File: config.mk
export PLATFORM = sky130hd
export DESIGN_NAME = acia_rx
export DESIGN_NICKNAME = d
export VERILOG_FILES = /design/src/rtl/acia_rx.sv
export SDC_FILE = /design/constraint.sdc
export NUM_CORES = 1
export LEC_CHECK = 0
export ABC_AREA = 1
export CORE_MARGIN = 1.5
export CORE_UTILIZATION = 25
export CTS_CLUSTER_SIZE = 20
export DETAILED_ROUTE_END_ITERATION = 8
export SLEW_MARGIN = 20
export SYNTH_ARGS = -nofsm -noshare
export SYNTH_HDL_FRONTEND = slang
export SYNTH_SLANG_ARGS = --single-unit
File: constraint.sdc
create_clock -name clk -period 1.5 [get_ports clk]
set_input_delay 0.3 -clock clk [delete_from_list [all_inputs] [get_ports clk]]
set_output_delay 0.3 -clock clk [all_outputs]
set_load 0.05 [all_outputs]
File: src/rtl/acia_rx.sv
// acia_rx: 8N1 asynchronous serial receiver, counterpart of acia_tx.
// One clock (clk), synchronous active-high reset (rst).
// The line is resynchronised, frames are timed with a down-counter that ticks
// at the middle of each symbol, and every byte comes out with a one-cycle strobe.
// A low stop bit raises rx_err, and the receiver then waits for the line to
// go high again before it looks for another start bit.
// Optional build macro ACIA_RX_MAJORITY_EN: each mid-symbol decision takes a
// 2-of-3 vote over three consecutive samples centred on the tick.
module acia_rx #(
    parameter int SCW     = 16,     // rate counter width, 2^SCW > sym_cnt
    parameter int sym_cnt = 40000   // clocks per symbol, minimum 8
) (
    input  logic       clk,
    input  logic       rst,
    input  logic       rx_serial,
    output logic [7:0] rx_dat,
    output logic       rx_stb,
    output logic       rx_err,
    output logic       rx_busy
);

    localparam logic [2:0] ST_IDLE  = 3'd0;
    localparam logic [2:0] ST_START = 3'd1;
    localparam logic [2:0] ST_DATA  = 3'd2;
    localparam logic [2:0] ST_STOP  = 3'd3;
    localparam logic [2:0] ST_BREAK = 3'd4;

    // Reload values. The half-symbol load puts the first tick in the middle
    // of the start bit; every later tick is one full symbol on from it.
    localparam logic [SCW-1:0] HALF_LD = SCW'(sym_cnt / 2 - 1);
    localparam logic [SCW-1:0] FULL_LD = SCW'(sym_cnt - 1);

    logic           s1;
    logic           sdat;
    logic           samp;
    logic [2:0]     state;
    logic [SCW-1:0] cnt;
    logic [2:0]     idx;
    logic [7:0]     shreg;
    logic           tick;

    // Two-flop synchronizer; both flops reset to the idle (high) level.
    always_ff @(posedge clk) begin
        if (rst) begin
            s1   <= 1'b1;
            sdat <= 1'b1;
        end else begin
            s1   <= rx_serial;
            sdat <= s1;
        end
    end

`ifdef ACIA_RX_MAJORITY_EN
    logic sdat_d;

    // One cycle of history. With s1 (one cycle ahead of sdat) this gives
    // three consecutive samples centred on the tick, and the decision still
    // happens on the tick cycle.
    always_ff @(posedge clk) begin
        if (rst) sdat_d <= 1'b1;
        else     sdat_d <= sdat;
    end

    assign samp = (s1 & sdat) | (s1 & sdat_d) | (sdat & sdat_d);
`else
    assign samp = sdat;
`endif

    assign tick = (cnt == '0);

    // Frame FSM, rate counter, shift register and output strobes.
    always_ff @(posedge clk) begin
        if (rst) begin
            state   <= ST_IDLE;
            cnt     <= '0;
            idx     <= 3'd0;
            shreg   <= 8'h00;
            rx_dat  <= 8'h00;
            rx_stb  <= 1'b0;
            rx_err  <= 1'b0;
            rx_busy <= 1'b0;
        end else begin
            rx_stb <= 1'b0;
            rx_err <= 1'b0;
            // The counter only runs while a frame is being timed. On a tick it
            // is reloaded by the state logic below, or it stays at zero.
            if ((state == ST_START || state == ST_DATA || state == ST_STOP) && !tick)
                cnt <= cnt - 1'b1;
            case (state)
                ST_IDLE: begin
                    // Edge detection uses the single synchronised sample.
                    if (!sdat) begin
                        cnt     <= HALF_LD;
                        state   <= ST_START;
                        rx_busy <= 1'b1;
                    end
                end
                ST_START: begin
                    if (tick) begin
                        if (samp) begin
                            // Line went high again by mid start bit: a glitch.
                            state   <= ST_IDLE;
                            rx_busy <= 1'b0;
                        end else begin
                            cnt   <= FULL_LD;
                            idx   <= 3'd0;
                            state <= ST_DATA;
                        end
                    end
                end
                ST_DATA: begin
                    if (tick) begin
                        // LSB arrives first, so shift in at the MSB side.
                        shreg <= {samp, shreg[7:1]};
                        cnt   <= FULL_LD;
                        idx   <= idx + 3'd1;
                        if (idx == 3'd7) state <= ST_STOP;
                    end
                end
                ST_STOP: begin
                    if (tick) begin
                        if (samp) begin
                            // Leave mid stop bit so a start bit right after it
                            // is still caught.
                            rx_dat  <= shreg;
                            rx_stb  <= 1'b1;
                            state   <= ST_IDLE;
                            rx_busy <= 1'b0;
                        end else begin
                            rx_err <= 1'b1;
                            state  <= ST_BREAK;
                        end
                    end
                end
                ST_BREAK: begin
                    // A line held low must not start a new frame.
                    if (sdat) begin
                        state   <= ST_IDLE;
                        rx_busy <= 1'b0;
                    end
                end
                default: begin
                    state   <= ST_IDLE;
                    rx_busy <= 1'b0;
                end
            endcase
        end
    end

endmodule

==> flow_summary.yaml, run 1 <==
synthesis:
  synthArstFlopShare_pct: 0
  yosysMostFrequentCell: "nand2_1"
  yosysUniqueCellTypes: 30
  ys_seq_elements: 43
  yosysSeqAreaShare_pct: 39.1
  yosysTopAreaCellShare_pct: 39.1
  synth.cell_area_mm2: 0.00220
  synth_area_leaders: "dfxtp_1 (39%), nand2_1 (11%), inv_1 (7.5%)"
  synth_nets: 319
  synth.largest_area_cell: "dfxtp_1"
  yosys_warnings: 0
  synth_common_cells: "nand2_1 (62), inv_1 (44), dfxtp_1 (43)"
  postSynthCellCount: 313
  ys.flop_type: "dfxtp_1"
  synth_edf_count: 0
  syn_area_per_cell_um2: 7.03
critical_path:
  worstPathArrival_ps: 1630
  reg2regPathDepth: 11
  cp_max_fo: 7
  r2r-start: "cnt[0]"
  reg2reg_to: "cnt[4]"
  end_kind: "register"
  worstSetupPathType: "register to register"
  cp-start-kind: "register"
  required_ps: 1710
  regToRegSetupSlack_ps: 80
place:
  numPortBuffers: 13
  dp_hpwl_um: 3750
  dp_cells: 452
  gp_congestion: 0.896
  place_ws_ps: -33.4
  place_area_mm2: 0.00272
clock_network:
  cts_buffer_depth: 2
  cts_tree: "built"
  path_clk_slew_ps: 80
  clk-insertion-delay-late_ps: 300
  cts_hold_buf: 0
  clock_sinks: 43
  cts_root_buf: "clkbuf_8"
  cts_inserted_buffers: 5
  h-tree-depth: 2
floorplan:
  die_w_um: 96.8
  rows: 34
  die_h_um: 96.8
  core-area_mm2: 0.00864
  io_pins: 14
  start_util_pct: 25.5
  dieArea_mm2: 0.00937
route:
  via_per_inst: 4.46
  drtPass1Iterations: 4
  drc_errors: 0
  ant_nets: 0
  drt_iter0_drc: 113
  wl_um: 5380
  wire_per_inst_um: 11.5
  vias: 2077
layout:
  antenna_cells: 0
  final_cell_area_mm2: 0.00308
  final_layout_size_suffix_gt1_share_pct: 31.0
  nets: 363
  final_cells: 466
  syn2layout_area_growth_pct: 40.0
power:
  p_leak_nw: 1.38
  peakVddDrop_mv: 0.844
  power_density_mw_per_mm2: 2210
sta:
  finalSetupViolCount: 0
  slew_viol_final: 0
  finalWorstSetupSlack_ps: 78.3
  hold_slack_ps: 418
  hold_violations: 0
  fin_crit_sh_pct: 94.8
  fin_skew_ps: 6.19
  fin_crit_ps: 1420
  maxSlewHeadroom_pct: 75.9
  rsz0062_at_grt: "true"
  max_freq_mhz: 703
  tightest_slew_ps: 360
status:
  run_status: "finished, final reports clean"
grt:
  track_usage_pct: 11.4
  overflow: 0
  first_global_vias: 1892
  grt_first_pass_wirelength_um: 8800
  grt_max_degree: 18
  antenna_found_initial: 0
min_path:
  min_from: "s1"
  hold_class: "register to register"
  holdPathEnd: "samp"
  holdPathStages: 1
run:
  drv_cap: 0
what timing repair did:
action | 4_1_cts | 5_1_grt
pin swaps | 2 | 17
endpoints found under the hold margin | 0 | 0
setup buffers | 0 | 4
endpoints found under the setup margin | 19 | 37
resized for setup | 6 | 57
cloned | 0 | 2
final cells by class:
class,instances,area [um2]
clock buffers,6,72.6
multi-input cells,217,1280
flip-flops and latches,43,876
fillers,909,5560
clock inverters,2,60.1
repair buffers,42,463
inverters,48,188
well taps,108,135
worst max-delay path by stage:
stage                  start   endpoint  slack, ps  depth (start not counted)
finish                cnt[0]     cnt[4]         80                         11
CTS                   cnt[1]    cnt[13]        -10                         10
detailed placement    cnt[0]    cnt[13]        -30                         10
global route        state[1]     cnt[3]        -60                          9
floorplan             cnt[0]  rx_dat[1]         20                         10
global placement      cnt[0]     cnt[5]         -8                         10
metrics by stage:
| step | power (mW) | util [%] | setup TNS [ps] |
|---|---|---|---|
| floorplan | 3.95 | - | 0 |
| global placement | 4.75 | 31.5 | -7.82 |
| detailed placement | 4.81 | 31.5 | -63.3 |
| CTS | 6.00 | 33.2 | -41.9 |
| global route | 7.38 | 35.7 | -783 |
| finish | 6.81 | 35.7 | 0 |
cell usage in the layout (no fill, tap or decap), types with 2 or more instances in the layout:
cell | synthesis | final
nand2_1 | 62 | 58
inv_1 | 44 | 41
dfxtp_1 | 43 | 33
nor2_1 | 42 | 31
buf_4 | 1 | 26
a21oi_1 | 21 | 20
nand3_1 | 18 | 18
nor2_4 | 5 | 14
o21ai_0 | 21 | 13
nor2_2 | 9 | 11
buf_12 | 0 | 11
o21ai_1 | 3 | 9
dfxtp_2 | 0 | 9
nand4_1 | 6 | 6
nand2_2 | 4 | 5
xor2_1 | 5 | 5
clkbuf_8 | 0 | 5
inv_2 | 3 | 4
nand2_4 | 3 | 4
nand2_8 | 0 | 2
nand3_4 | 1 | 2
o21ai_2 | 0 | 2
nor3_2 | 2 | 2
or2_2 | 2 | 2
nor3_1 | 3 | 2
ha_1 | 3 | 2
bufinv_16 | 0 | 2
clkdlybuf4s50_1 | 0 | 2
buf_6 | 2 | 2
routing by layer:
metal / global-route usage (%) / vias to the layer above / part of all wire (%)
met5: 0 / - / 0
met2: 18.3 / 26 / 48
met4: 4.35 / 0 / 1.9
met3: 1.95 / 11 / 2.4
li1: - / 1080 / -
met1: 15.2 / 960 / 48
power by group:
part           internal (mW)  switching, mW
registers               1.36          0.239
clock network          0.666          0.409
logic                   1.64           2.49
kinds of logic after synthesis:
family / share of synthesized area, %
xor+xnor: 2.39
compound gates: 10.6
flops: 39.1
buf+inv: 10.1
simple gates: 36.1
fa+ha+maj: 1.71
critical path, cell delays in order, from the launching register on:
cell and delay (ps):
dfxtp_2 340, inv_2 50, ha_4 180, nand2_8 80, nor2_4 40, nand2_4 80, nand2_8 80, buf_4 160
o21ai_1 120, nand3_1 90, nand2_1 70, inv_1 30
state kept, by name, summed over array words and instances (netlist names):
name,count
rx_stb,1
cnt,16
rx_busy,1
rx_dat,8
shreg,8
samp,1
rx_err,1
state,3
s1,1
idx,3
(Power assumes the default switching activity.)
==> inputs of run 2 (changes only) <==
- CORE_UTILIZATION: 25 -> 53
- GPL_TIMING_DRIVEN: not set -> 1
- PLACE_DENSITY: not set -> 0.75
==> flow_summary.yaml, run 2 (synthesized netlist as in run 1, its figures left out) <==
route:
  wl_met3_um: 188
  wire_per_inst_um: 13.0
  top_layer: "met4"
  met1Wirelength_um: 2470
  wl_um: 5340
  ant_nets: 0
  drc_errors: 0
  via_per_inst: 5.11
  drt_iter0_drc: 185
  vias: 2095
  drtPass1Iterations: 4
  wl_met2_um: 2560
layout:
  final_common_cell: "nand2_1"
  mostFrequentLayoutCells: "nand2_1 (60), inv_1 (40), dfxtp_1 (36)"
  post-route-util_pct: 75.1
  syn2layout_area_growth_pct: 36.6
  top_regs: "cnt (16), rx_dat (8), shreg (8)"
  final_cells: 410
  final_layout_size_suffix_gt1_share_pct: 30.0
  fillers: 293
  antenna_cells: 0
  largest_reg_flops: 16
  nets: 365
  top_register: "cnt"
clock_network:
  clk-insertion-delay-late_ps: 300
  h-tree-depth: 2
  clock_sinks: 43
  cts_tree: "built"
  cts_root_buf: "clkbuf_8"
  cts_buffer_depth: 2
  path_clk_slew_ps: 80
  cts_inserted_buffers: 5
grt:
  grt_first_pass_wirelength_um: 8600
  overflow: 0
  first_global_vias: 1915
  grt_max_degree: 18
  antenna_found_initial: 0
  track_usage_pct: 25.3
critical_path:
  reg2reg_to: "rx_dat[6]"
  cp_max_fo: 7
  cp-start-kind: "register"
  cp_slowest_stage_delay_ps: 340
  regToRegSetupSlack_ps: 30
  path_buf_inv: 1
  worstSetupPathType: "register to register"
  r2r-start: "cnt[10]"
  critPathSlowestCell: "dfxtp_1"
  reg2regPathDepth: 8
  end_kind: "register"
  path_delay_family: "simple AND/OR/NAND/NOR gates"
  worstPathArrival_ps: 1670
  required_ps: 1690
  path_cells: "nor2_2 -> nand2_2 -> nor2_4 -> nand2_4 -> inv_4 -> nand3_2 -> o21ai_1 -> a21oi_1"
sta:
  finalWorstSetupSlack_ps: 27.3
  max_freq_mhz: 679
  maxSlewHeadroom_pct: 75.8
  fin_skew_ps: 7.13
  fin_crit_ps: 1470
  hold_slack_ps: 432
  finalSetupViolCount: 0
  slew_viol_final: 0
  tightest_slew_ps: 363
  fin_crit_sh_pct: 98.2
  hold_violations: 0
  rsz0062_at_grt: "true"
floorplan:
  start_util_pct: 55.0
  dieArea_mm2: 0.00455
  die_w_um: 67.4
  rows: 23
  core-area_mm2: 0.00400
  io_pins: 14
  die_h_um: 67.4
place:
  gp_congestion: 0.981
  dp_hpwl_um: 3700
  place_ws_ps: -69.7
  dp_cells: 396
  numPortBuffers: 13
power:
  clockPowerShare_pct: 15.3
  power_density_mw_per_mm2: 2320
  peakVddDrop_mv: 1.62
  power_switching_share_pct: 45.7
  switchingPower_mw: 3.18
  p_leak_nw: 1.39
  combPwrFrac_pct: 62.1
  total_power_mw: 6.96
  pwr-share-seq_pct: 22.6
  internal_power_mw: 3.78
min_path:
  hold_class: "register to register"
  holdPathEnd: "samp"
  holdPathStages: 1
  min_from: "s1"
status:
  run_status: "finished, final reports clean"
run:
  drv_cap: 0
run 2: cell count changes in the layout (fill, tap and decap cells not counted), moves of 2 or more:
cell     previous run  this run
dfxtp_1            33        36
buf_6               2         4
dfxtp_2             9         7
nand2_1            58        60
nor2_2             11        13
nor2_4             14        12
run 2: stage by stage:
| step | instance area (um2) | TNS [ps] |
|---|---|---|
| after floorplan | 2200 | 0 |
| after global placement | 2670 | -11.1 |
| after detailed placement | 2670 | -308 |
| after CTS | 2830 | 0 |
| after global routing | 3000 | -522 |
| final | 3000 | 0 |
run 2: power groups by stage:
| stage | clock [mW] | combinational [mW] | sequential, mW |
|---|---|---|---|
| after floorplan | 0 | 2.41 | 1.54 |
| after global placement | 0 | 3.38 | 1.52 |
| after detailed placement | 0 | 3.44 | 1.53 |
| after CTS | 1.08 | 3.64 | 1.51 |
| after global routing | 1.13 | 4.75 | 1.59 |
| final | 1.07 | 4.33 | 1.57 |
run 2: cell type report:
cell class | instances | area (um2) | share of cell area, %
multi-input combinational | 217 | 1250 | 41.7
sequential | 43 | 870 | 28.9
tap | 50 | 62.6 | 2.08
clock buffer | 6 | 72.6 | 2.42
clock inverter | 2 | 60.1 | 2.00
timing repair buffer | 44 | 500 | 16.7
inverter | 48 | 185 | 6.16
run 2: layer usage:
metal	global-route usage, %	vias to the layer above
li1	-	1084
met1	32.7	954
met2	41.1	44
met3	5.00	13
met4	10.7	0
met5	0	-
run 2: repair_timing:
| item | 4_1_cts | 5_1_grt |
|---|---|---|
| pin swaps | 0 | 5 |
| gates cloned | 0 | 2 |
| resized for setup | 6 | 49 |
| buffers inserted | 0 | 4 |
| setup endpoints to repair | 22 | 38 |
| endpoints found under the hold margin | 0 | 0 |
| hold buffers | 0 | 0 |
run 2: worst reg2reg max path, cell delays in order (launching register included):
cell and delay, ps:
dfxtp_1 340, nor2_2 150, nand2_2 130, nor2_4 180, nand2_4 110, inv_4 90, nand3_2 150, o21ai_1 170
a21oi_1 50
run 2: worst max-delay path by stage:
stage                       start        end  depth (start not counted)
after detailed placement   cnt[0]   shreg[7]                          9
after global routing      cnt[10]  rx_dat[5]                          8
final                     cnt[10]  rx_dat[6]                          8
after CTS                  cnt[0]    cnt[10]                         10
after floorplan            cnt[0]  rx_dat[1]                         10
after global placement        rst    cnt[13]                          5
